## src/rtl/hazard_control_unit_pkg.sv

```systemverilog
// Shared definitions for the pipeline hazard controller:
// FSM state encoding, the zero register and the load-use decode.
package hazard_control_unit_pkg;

    localparam logic [1:0] ST_RUN      = 2'd0;
    localparam logic [1:0] ST_MEM_WAIT = 2'd1;
    localparam logic [1:0] ST_HALT     = 2'd2;

    localparam logic [4:0] REG_X0 = 5'd0;

    typedef enum logic [1:0] {
        S_RUN      = ST_RUN,
        S_MEM_WAIT = ST_MEM_WAIT,
        S_HALT     = ST_HALT
    } state_t;

    function automatic logic load_use(
        input logic       ex_memread,
        input logic [4:0] ex_rd,
        input logic       uses_rs1,
        input logic [4:0] rs1,
        input logic       uses_rs2,
        input logic [4:0] rs2
    );
        return ex_memread && (ex_rd != REG_X0) &&
               ((uses_rs1 && (rs1 == ex_rd)) ||
                (uses_rs2 && (rs2 == ex_rd)));
    endfunction

endpackage

```

## src/rtl/hazard_control_unit_if.sv

```systemverilog
// Pipeline-side view of the hazard controller: hazard inputs,
// per-stage enables/flushes, watchdog flag and perf counters.
interface hazard_control_unit_if #(
    parameter int CNT_W = 16
);
    logic [4:0]       id_rs1;
    logic [4:0]       id_rs2;
    logic             id_uses_rs1;
    logic             id_uses_rs2;
    logic [4:0]       ex_rd;
    logic             ex_memread;
    logic             ex_redirect;
    logic             dmem_req;
    logic             dmem_ready;
    logic             pc_we;
    logic             if_id_we;
    logic             if_id_flush;
    logic             id_ex_flush;
    logic             ex_mem_we;
    logic             mem_wb_we;
    logic             halted;
    logic [CNT_W-1:0] stall_count;
    logic [CNT_W-1:0] flush_count;

    modport master (
        output id_rs1, id_rs2, id_uses_rs1, id_uses_rs2,
        output ex_rd, ex_memread, ex_redirect,
        output dmem_req, dmem_ready,
        input  pc_we, if_id_we, if_id_flush, id_ex_flush,
        input  ex_mem_we, mem_wb_we,
        input  halted, stall_count, flush_count
    );

    modport slave (
        input  id_rs1, id_rs2, id_uses_rs1, id_uses_rs2,
        input  ex_rd, ex_memread, ex_redirect,
        input  dmem_req, dmem_ready,
        output pc_we, if_id_we, if_id_flush, id_ex_flush,
        output ex_mem_we, mem_wb_we,
        output halted, stall_count, flush_count
    );

endinterface

```

## src/rtl/hazard_control_unit_sat.sv

```systemverilog
// Saturating up-counter with synchronous clear, used for
// the stall and flush performance counters.
module sat_counter #(
    parameter int W = 16
) (
    input  logic         clk,
    input  logic         en_i,
    input  logic         clear_i,
    output logic [W-1:0] q_o
);

    logic [W-1:0] cnt_q;
    logic [W-1:0] cnt_d;

    always_comb begin
        cnt_d = cnt_q;
        if (clear_i) begin
            cnt_d = '0;
        end else if (en_i && (cnt_q != {W{1'b1}})) begin
            cnt_d = cnt_q + 1'b1;
        end
    end

    always_ff @(posedge clk) begin
        cnt_q <= cnt_d;
    end

    assign q_o = cnt_q;

endmodule

```

## src/rtl/hazard_control_unit.sv

```systemverilog
// Pipeline sequencing controller: load-use bubbles, redirect
// flushes, dmem wait freezes with a timeout watchdog.
module hazard_control_unit
    import hazard_control_unit_pkg::*;
#(
    parameter int CNT_W       = 16,
    parameter int MEM_TIMEOUT = 255
) (
    input logic            clk,
    input logic            rst_n,
    hazard_control_unit_if.slave hz
);

    localparam logic [CNT_W-1:0] TIMEOUT = CNT_W'(MEM_TIMEOUT);

    state_t           state_q;
    state_t           state_d;
    logic [CNT_W-1:0] wait_q;
    logic [CNT_W-1:0] wait_d;
    logic             halted_q;
    logic             halted_d;

    logic lu;
    logic ms;
    logic run_eval;
    logic freeze;
    logic flush_inc;

    assign lu = load_use(hz.ex_memread, hz.ex_rd,
                         hz.id_uses_rs1, hz.id_rs1,
                         hz.id_uses_rs2, hz.id_rs2);
    assign ms = hz.dmem_req && !hz.dmem_ready;

    always_comb begin
        state_d        = state_q;
        wait_d         = wait_q;
        halted_d       = halted_q;
        run_eval       = 1'b0;
        freeze         = 1'b0;
        flush_inc      = 1'b0;
        hz.pc_we       = 1'b1;
        hz.if_id_we    = 1'b1;
        hz.if_id_flush = 1'b0;
        hz.id_ex_flush = 1'b0;
        hz.ex_mem_we   = 1'b1;
        hz.mem_wb_we   = 1'b1;

        if (rst_n) begin
            unique case (state_q)
                S_RUN: run_eval = 1'b1;
                S_MEM_WAIT: begin
                    if (hz.dmem_ready) begin
                        run_eval = 1'b1;
                        state_d  = S_RUN;
                        wait_d   = '0;
                    end else begin
                        freeze = 1'b1;
                        wait_d = wait_q + 1'b1;
                        if (wait_q == TIMEOUT) begin
                            state_d  = S_HALT;
                            halted_d = 1'b1;
                        end
                    end
                end
                S_HALT: freeze = 1'b1;
                default: begin
                    freeze  = 1'b1;
                    state_d = S_RUN;
                end
            endcase

            // On a wait release ms is 0, so the stay-in-RUN path is taken
            if (run_eval) begin
                if (ms) begin
                    freeze  = 1'b1;
                    state_d = S_MEM_WAIT;
                    wait_d  = CNT_W'(1);
                end else if (hz.ex_redirect) begin
                    hz.if_id_flush = 1'b1;
                    hz.id_ex_flush = 1'b1;
                    flush_inc      = 1'b1;
                end else if (lu) begin
                    hz.pc_we       = 1'b0;
                    hz.if_id_we    = 1'b0;
                    hz.id_ex_flush = 1'b1;
                end
            end

            if (freeze) begin
                hz.pc_we     = 1'b0;
                hz.if_id_we  = 1'b0;
                hz.ex_mem_we = 1'b0;
                hz.mem_wb_we = 1'b0;
            end
        end
    end

    always_ff @(posedge clk) begin
        if (!rst_n) begin
            state_q  <= S_RUN;
            wait_q   <= '0;
            halted_q <= 1'b0;
        end else begin
            state_q  <= state_d;
            wait_q   <= wait_d;
            halted_q <= halted_d;
        end
    end

    assign hz.halted = halted_q;

    sat_counter #(.W(CNT_W)) u_stall_cnt (
        .clk     (clk),
        .en_i    (!hz.pc_we),
        .clear_i (!rst_n),
        .q_o     (hz.stall_count)
    );

    sat_counter #(.W(CNT_W)) u_flush_cnt (
        .clk     (clk),
        .en_i    (flush_inc),
        .clear_i (!rst_n),
        .q_o     (hz.flush_count)
    );

endmodule

```

## src/flat_wrapper.sv

```systemverilog
// flat-port wrapper written by rule: the top's interface ports become plain ports
module hazard_control_unit_flat import hazard_control_unit_pkg::*;
#(
    parameter int CNT_W       = 16,
    parameter int MEM_TIMEOUT = 255
)
  (clk, rst_n, hz_id_rs1, hz_id_rs2, hz_id_uses_rs1, hz_id_uses_rs2, hz_ex_rd, hz_ex_memread, hz_ex_redirect, hz_dmem_req, hz_dmem_ready, hz_pc_we, hz_if_id_we, hz_if_id_flush, hz_id_ex_flush, hz_ex_mem_we, hz_mem_wb_we, hz_halted, hz_stall_count, hz_flush_count);
  hazard_control_unit_if #(.CNT_W(CNT_W)) hz_i ();
  input logic clk;
  input logic rst_n;
  input wire logic [$bits(hz_i.id_rs1)-1:0] hz_id_rs1;
  input wire logic [$bits(hz_i.id_rs2)-1:0] hz_id_rs2;
  input wire logic [$bits(hz_i.id_uses_rs1)-1:0] hz_id_uses_rs1;
  input wire logic [$bits(hz_i.id_uses_rs2)-1:0] hz_id_uses_rs2;
  input wire logic [$bits(hz_i.ex_rd)-1:0] hz_ex_rd;
  input wire logic [$bits(hz_i.ex_memread)-1:0] hz_ex_memread;
  input wire logic [$bits(hz_i.ex_redirect)-1:0] hz_ex_redirect;
  input wire logic [$bits(hz_i.dmem_req)-1:0] hz_dmem_req;
  input wire logic [$bits(hz_i.dmem_ready)-1:0] hz_dmem_ready;
  output wire logic [$bits(hz_i.pc_we)-1:0] hz_pc_we;
  output wire logic [$bits(hz_i.if_id_we)-1:0] hz_if_id_we;
  output wire logic [$bits(hz_i.if_id_flush)-1:0] hz_if_id_flush;
  output wire logic [$bits(hz_i.id_ex_flush)-1:0] hz_id_ex_flush;
  output wire logic [$bits(hz_i.ex_mem_we)-1:0] hz_ex_mem_we;
  output wire logic [$bits(hz_i.mem_wb_we)-1:0] hz_mem_wb_we;
  output wire logic [$bits(hz_i.halted)-1:0] hz_halted;
  output wire logic [$bits(hz_i.stall_count)-1:0] hz_stall_count;
  output wire logic [$bits(hz_i.flush_count)-1:0] hz_flush_count;
  assign hz_i.id_rs1 = hz_id_rs1;
  assign hz_i.id_rs2 = hz_id_rs2;
  assign hz_i.id_uses_rs1 = hz_id_uses_rs1;
  assign hz_i.id_uses_rs2 = hz_id_uses_rs2;
  assign hz_i.ex_rd = hz_ex_rd;
  assign hz_i.ex_memread = hz_ex_memread;
  assign hz_i.ex_redirect = hz_ex_redirect;
  assign hz_i.dmem_req = hz_dmem_req;
  assign hz_i.dmem_ready = hz_dmem_ready;
  assign hz_pc_we = hz_i.pc_we;
  assign hz_if_id_we = hz_i.if_id_we;
  assign hz_if_id_flush = hz_i.if_id_flush;
  assign hz_id_ex_flush = hz_i.id_ex_flush;
  assign hz_ex_mem_we = hz_i.ex_mem_we;
  assign hz_mem_wb_we = hz_i.mem_wb_we;
  assign hz_halted = hz_i.halted;
  assign hz_stall_count = hz_i.stall_count;
  assign hz_flush_count = hz_i.flush_count;
  hazard_control_unit #(.CNT_W(CNT_W), .MEM_TIMEOUT(MEM_TIMEOUT)) u_core (.clk(clk), .rst_n(rst_n), .hz(hz_i));
endmodule
```

## config.mk

```make
export PLATFORM = sky130hd
export DESIGN_NAME = hazard_control_unit_flat
export DESIGN_NICKNAME = d
export VERILOG_FILES = /design/src/rtl/hazard_control_unit_pkg.sv /design/src/rtl/hazard_control_unit_if.sv /design/src/rtl/hazard_control_unit_sat.sv /design/src/rtl/hazard_control_unit.sv /design/src/flat_wrapper.sv
export SDC_FILE = /design/constraint.sdc
export NUM_CORES = 1
export LEC_CHECK = 0
export BUFFER_PORTS_ARGS = -buffer_cell sky130_fd_sc_hd__buf_2
export CAP_MARGIN = 25
export CORE_ASPECT_RATIO = 0.9
export CORE_MARGIN = 2
export CORE_UTILIZATION = 40
export DETAILED_ROUTE_END_ITERATION = 10
export PLACE_DENSITY = 0.67
export SYNTH_ARGS = -nofsm -noshare
export SYNTH_HDL_FRONTEND = slang
export SYNTH_HIERARCHICAL = 1
export SYNTH_SLANG_ARGS = --single-unit
export TNS_END_PERCENT = 20
```

## constraint.sdc

```tcl
create_clock -name clk -period 2.64 [get_ports clk]
set_clock_uncertainty 0.1 [all_clocks]
set_input_delay 0.264 -clock clk [delete_from_list [all_inputs] [get_ports clk]]
set_output_delay 0.264 -clock clk [all_outputs]
set_load 0.1 [all_outputs]
```

# After elaboration in Yosys (flattened, before gate mapping)
# Cells that the tools add are included.
[word_totals]
register_bits = 51
input_bits = 23
out_inout_bits = 39
elab_cells = 64
[op_classes]
addsub = 3
eq_ne = 7
muxes = 34
n_bitwise = 1
reduce_logical = 14
[ops]
columns = ["operator", "count"]
rows = [
  ["16-bit 2-to-1 mux", 4],
  ["16-bit by 1-bit adder with 16-bit output (second input constant)", 3],
  ["16-bit != test (second input constant)", 2],
  ["1-bit 2-to-1 mux", 23],
  ["16-bit by 8-bit == test with 1-bit output (second input constant)", 1],
  ["5-bit == test", 2],
  ["2-bit 2-to-1 mux", 4],
  ["1-bit logical AND", 7],
  ["5-bit nonzero test", 1],
  ["1-bit case mux with 2 select lines", 2],
  ["2-bit case mux with 2 select lines", 1],
  ["3-bit AND reduction", 1],
  ["2-bit by 1-bit == test with 1-bit output (second input constant)", 1],
  ["2-bit == test (second input constant)", 1],
  ["1-bit zero test", 2],
  ["2-bit zero test", 1],
  ["2-bit OR reduction", 1],
  ["1-bit logical OR", 1],
  ["1-bit inverter", 1],
]

# Logic depth before layout (Yosys ltp)
[depth]
depth_word = 12
ltp_mapped = 8
mapped_depth_nobuf = 8

# By module
# The synthesis kept the hierarchy.
[modules_own_cells]
columns = ["module", "n_inst", "cells_per_inst", "area_each_um2"]
rows = [
  ["sat_counter", 2, 99, 848.3],
  ["hazard_control_unit", 1, 129, 1098.6],
]

# Least setup slack after synthesis
# Ideal clock, no wire load.
[synth_timing]
path_kind = "register to output"
start = "reg u_core.state_q[0]"
end = "out hz_pc_we"
arrival_time_ns = 4.400
setup_slack_ns = -2.124
stages_incl_launch_ff = 6
n_path_buf = 2
cell_sequence = "dfxtp_1 buf_2 o21ba_2 o21ai_0 o31a_1 buf_4"
[synth_between]
elab_chain_len = 7
elab_cells_between_ends = 11
[synth_lines]
columns = ["item", "line_no", "source"]
rows = [
  ["start: declaration", "hazard_control_unit.sv:16", "state_t state_q;"],
  ["start signal: assignment", "hazard_control_unit.sv:104", "state_q <= state_d;"],
  ["2-bit by 1-bit == test with 1-bit output or 2-bit zero test (tied branches)", "hazard_control_unit.sv:49", "unique case (state_q)"],
  ["1-bit case mux with 2 select lines", "hazard_control_unit.sv:49", ""],
  ["1-bit 2-to-1 mux, on equally long branches", "hazard_control_unit.sv:74, hazard_control_unit.sv:48", ""],
  ["1-bit 2-to-1 mux", "hazard_control_unit.sv:73", "if (run_eval) begin"],
  ["1-bit 2-to-1 mux", "hazard_control_unit.sv:48", "if (rst_n) begin"],
  ["1-bit 2-to-1 mux * (2 in series)", "--", ""],
  ["end: declaration", "flat_wrapper.sv:20", "output wire logic [$bits(hz_i.pc_we)-1:0] hz_pc_we;"],
]
# Every way passes the cells marked *; elsewhere a longest branch is shown, timed or not. The select of a mux whose other input is x is not followed.

# Worst setup path after layout
[layout_timing]
start = "reg u_core.state_q[0]"
end = "reg u_core.u_flush_cnt.cnt_q[11] (netlist: u_core/u_flush_cnt/q_o[11])"
[layout_between]
elab_chain_len = 6
elab_cells_between_ends = 7
[layout_lines]
columns = ["item", "line_no", "source"]
rows = [
  ["2-bit by 1-bit == test with 1-bit output or 2-bit zero test (tied branches)", "hazard_control_unit.sv:49", ""],
  ["1-bit case mux with 2 select lines *", "hazard_control_unit.sv:49", ""],
  ["1-bit 2-to-1 mux *", "hazard_control_unit.sv:48", ""],
  ["1-bit 2-to-1 mux *", "hazard_control_unit.sv:73", ""],
  ["1-bit 2-to-1 mux *", "hazard_control_unit.sv:48", ""],
  ["1-bit logical AND *", "hazard_control_unit_sat.sv:19", "end else if (en_i && (cnt_q != {W{1'b1}})) begin"],
  ["end signal: assignment", "hazard_control_unit_sat.sv:25", "cnt_q <= cnt_d;"],
  ["end: declaration", "hazard_control_unit_sat.sv:12", "logic [W-1:0] cnt_q;"],
]
# Marked as above.
# A chain may end at the register's enable or synchronous reset.

==> out/results.tsv <==
metric	value	unit
outcome	complete, no violations	
final_common_cell	buf_2	
synth.distinct_cells	50	
die_h	83.3	um
clk_pin_slew	0.09	ns
fin_nets	414	
cts_buffers	5	
htreeDepth	2	
ant_nets	0	
drt_iter0_markers	142	
path_max_fanout	11	
slew_violations	0	
holdPathStages	3	
endpoint_kind	register	
start_util	42.0	%
post_cts_buffers	0	
grt_pass1_vias	2574	
insertion_delay	0.30	ns
synth.cell_area	2800	um2
drive_gt1_share	24.2	%
worst_pin_slew	0.620	ns
p_leak	1.23	nW
route.met2.wl	2.97	mm
tritoncts	done	
async_flop_share	0	%
grt_max_degree	39	
route.met3.wl	230	um
avgSynthCellArea	8.55	um2
clockBufferDepth	2	
portBuffers	61	
rows	28	
top_layer_used	met4	
viasPerCell	5.68	
synth_nets	353	
setup_viol	0	
layout_common_cells	buf_2, dfxtp_1, a21oi_1	
die_w	92.1	um
grt_pass1_wl	11.4	mm
core	6660	um2
synth_cells	327	
r2r_cells	6	
cts_root_buffer	clkbuf_8	
wl_per_cell	13.4	um
hp-start	hz_dmem_ready	
drc	0	
ios	62	
syn_to_final_growth	19.0	%
maxSlewHeadroom	58.1	%
cts_sinks	51	
worstPathRequired	2.73	ns
max_freq	0.420	GHz
rr_endpoint	u_core/u_flush_cnt/q_o[11]	
grt.overflow.total	0	
antenna_found_initial	0	
dpl.hpwl	4.66	mm
firstDrtPassIters	4	
dieArea	7670	um2
rsz0062_at_grt	no	
regToRegSetupSlack	0.26	ns
grt_use_total	17.4	%
post-route-period-util	90.2	%
gp_congestion	0.843	
maxCapViolCount	0	
synth-seq-area-share	36.5	%
period_minus_slack	2.38	ns
synthFlopType	dfxtp_1	
tns	0	ns
worstPathArrival	2.47	ns
ys_seq_elements	51	
path_class	register to register	
hold-path-endpoint	u_core/state_q[0]	
start_kind	register	
powerDensity	411	nW/um2
irDropWorstVdd	0.000219	V
min_path_type	primary input to register	
num_vias	2721	
routed_wirelength	6.40	mm
timing.rr.start	u_core/state_q[0]	
synth_edf_count	0	
hold_violations	0	
antenna_cells	0	
power	1.37	mW
synth_warnings	6	
drt-met1-wl	3.14	mm
flip-flops by register name, summed over array words and instances, names as in the netlist:
name                    flops
u_core/wait_q              16
u_core/state_q              2
u_core/u_stall_cnt/q_o     16
u_core/u_flush_cnt/q_o     16
u_core/hz.halted            1
synth_stat cells (all sizes together) (3+ instances only):
master	number	area (um2)
buf	8	48.8
o31ai	13	97.6
o21ai	16	80.1
clkbuf	5	18.8
o21bai	3	22.5
ha	3	37.5
dfxtp	51	1020
a21oi	30	150
nand2b	3	18.8
nand4	12	120
nand3b	3	22.5
xor2	11	96.3
and4	6	52.6
nor2b	5	31.3
nand2	18	72.6
or4	18	143
xnor2	10	87.6
nor4	11	98.8
nor2	24	90.1
or3	12	76.3
nor3	12	60.1
inv	12	45.0
nand3	13	65.1
kinds of logic after synthesis:
| kind of cell | count (synthesis) | share of synthesized area (%) |
|---|---|---|
| AO/OA/AOI/OAI | 73 | 15.8 |
| XOR/XNOR | 21 | 6.58 |
| adder cells (fa/ha/maj) | 3 | 1.34 |
| buffers and inverters | 25 | 4.03 |
| flip-flops | 51 | 36.5 |
| multiplexers | 4 | 1.52 |
| AND/OR/NAND/NOR | 150 | 34.2 |
worst max path at each step:
| stage | slack (ns) | end | cells after the start | start |
|---|---|---|---|---|
| after floorplan | -0.19 | u_core/u_flush_cnt/q_o[7] | 8 | u_core/state_q[0] |
| after global placement | 0.05 | u_core/u_stall_cnt/q_o[11] | 9 | hz_ex_rd[3] |
| after detailed placement | -0.04 | u_core/u_stall_cnt/q_o[11] | 9 | hz_ex_rd[3] |
| after CTS | 0.28 | u_core/u_stall_cnt/q_o[11] | 9 | hz_ex_rd[3] |
| after global routing | 0.05 | u_core/u_stall_cnt/q_o[6] | 10 | hz_ex_rd[2] |
| final | 0.26 | u_core/u_flush_cnt/q_o[11] | 6 | u_core/state_q[0] |
layout make-up:
type                    count  area, um2
multi-input cells         251       1690
clock inverters             1       5.00
fillers                   666       3330
well taps                  90        113
inverters                  12       45.0
flip-flops and latches     51       1020
repair buffers             67        380
clock buffers               7       76.3
worst max-delay path, cell delays in order (launching register included):
cell and delay (ns):
dfxtp_1 0.40, o21ba_2 0.27, nor3_1 0.18, and2_1 0.28, nand2_1 0.27, nor4bb_1 0.40, mux2_2 0.37
metrics by stage:
step           instances  hold slack (ns)  utilization (%)  worst slack [ns]  area, um2
5_1_grt              479            0.255             50.0            0.0484       3330
3_3_place_gp         470            0.354             48.5            0.0495       3230
4_1_cts              478            0.216             49.7             0.275       3310
3_5_place_dp         470            0.387             48.5           -0.0406       3230
6_report             479            0.217             50.0             0.258       3330
2_1_floorplan        327            0.353                -            -0.194       2810
per-layer routing:
| layer | vias up | global-route usage, % |
|---|---|---|
| met5 | - | 0 |
| met4 | 0 | 5.16 |
| met3 | 7 | 3.54 |
| met2 | 47 | 28.0 |
| met1 | 1308 | 23.5 |
| li1 | 1359 | - |
where the power goes:
group          internal (mW)  total, mW  switching [mW]
clock network          0.187      0.432           0.245
registers              0.773      0.780         0.00660
logic                 0.0479      0.155           0.107
timing repair:
item	4_1_cts	5_1_grt
endpoints found under the hold margin	0	0
gates resized for setup	0	2
hold buffers	0	0
endpoints found under the setup margin	0	2
Note: power is estimated with default switching activity, not from simulation.
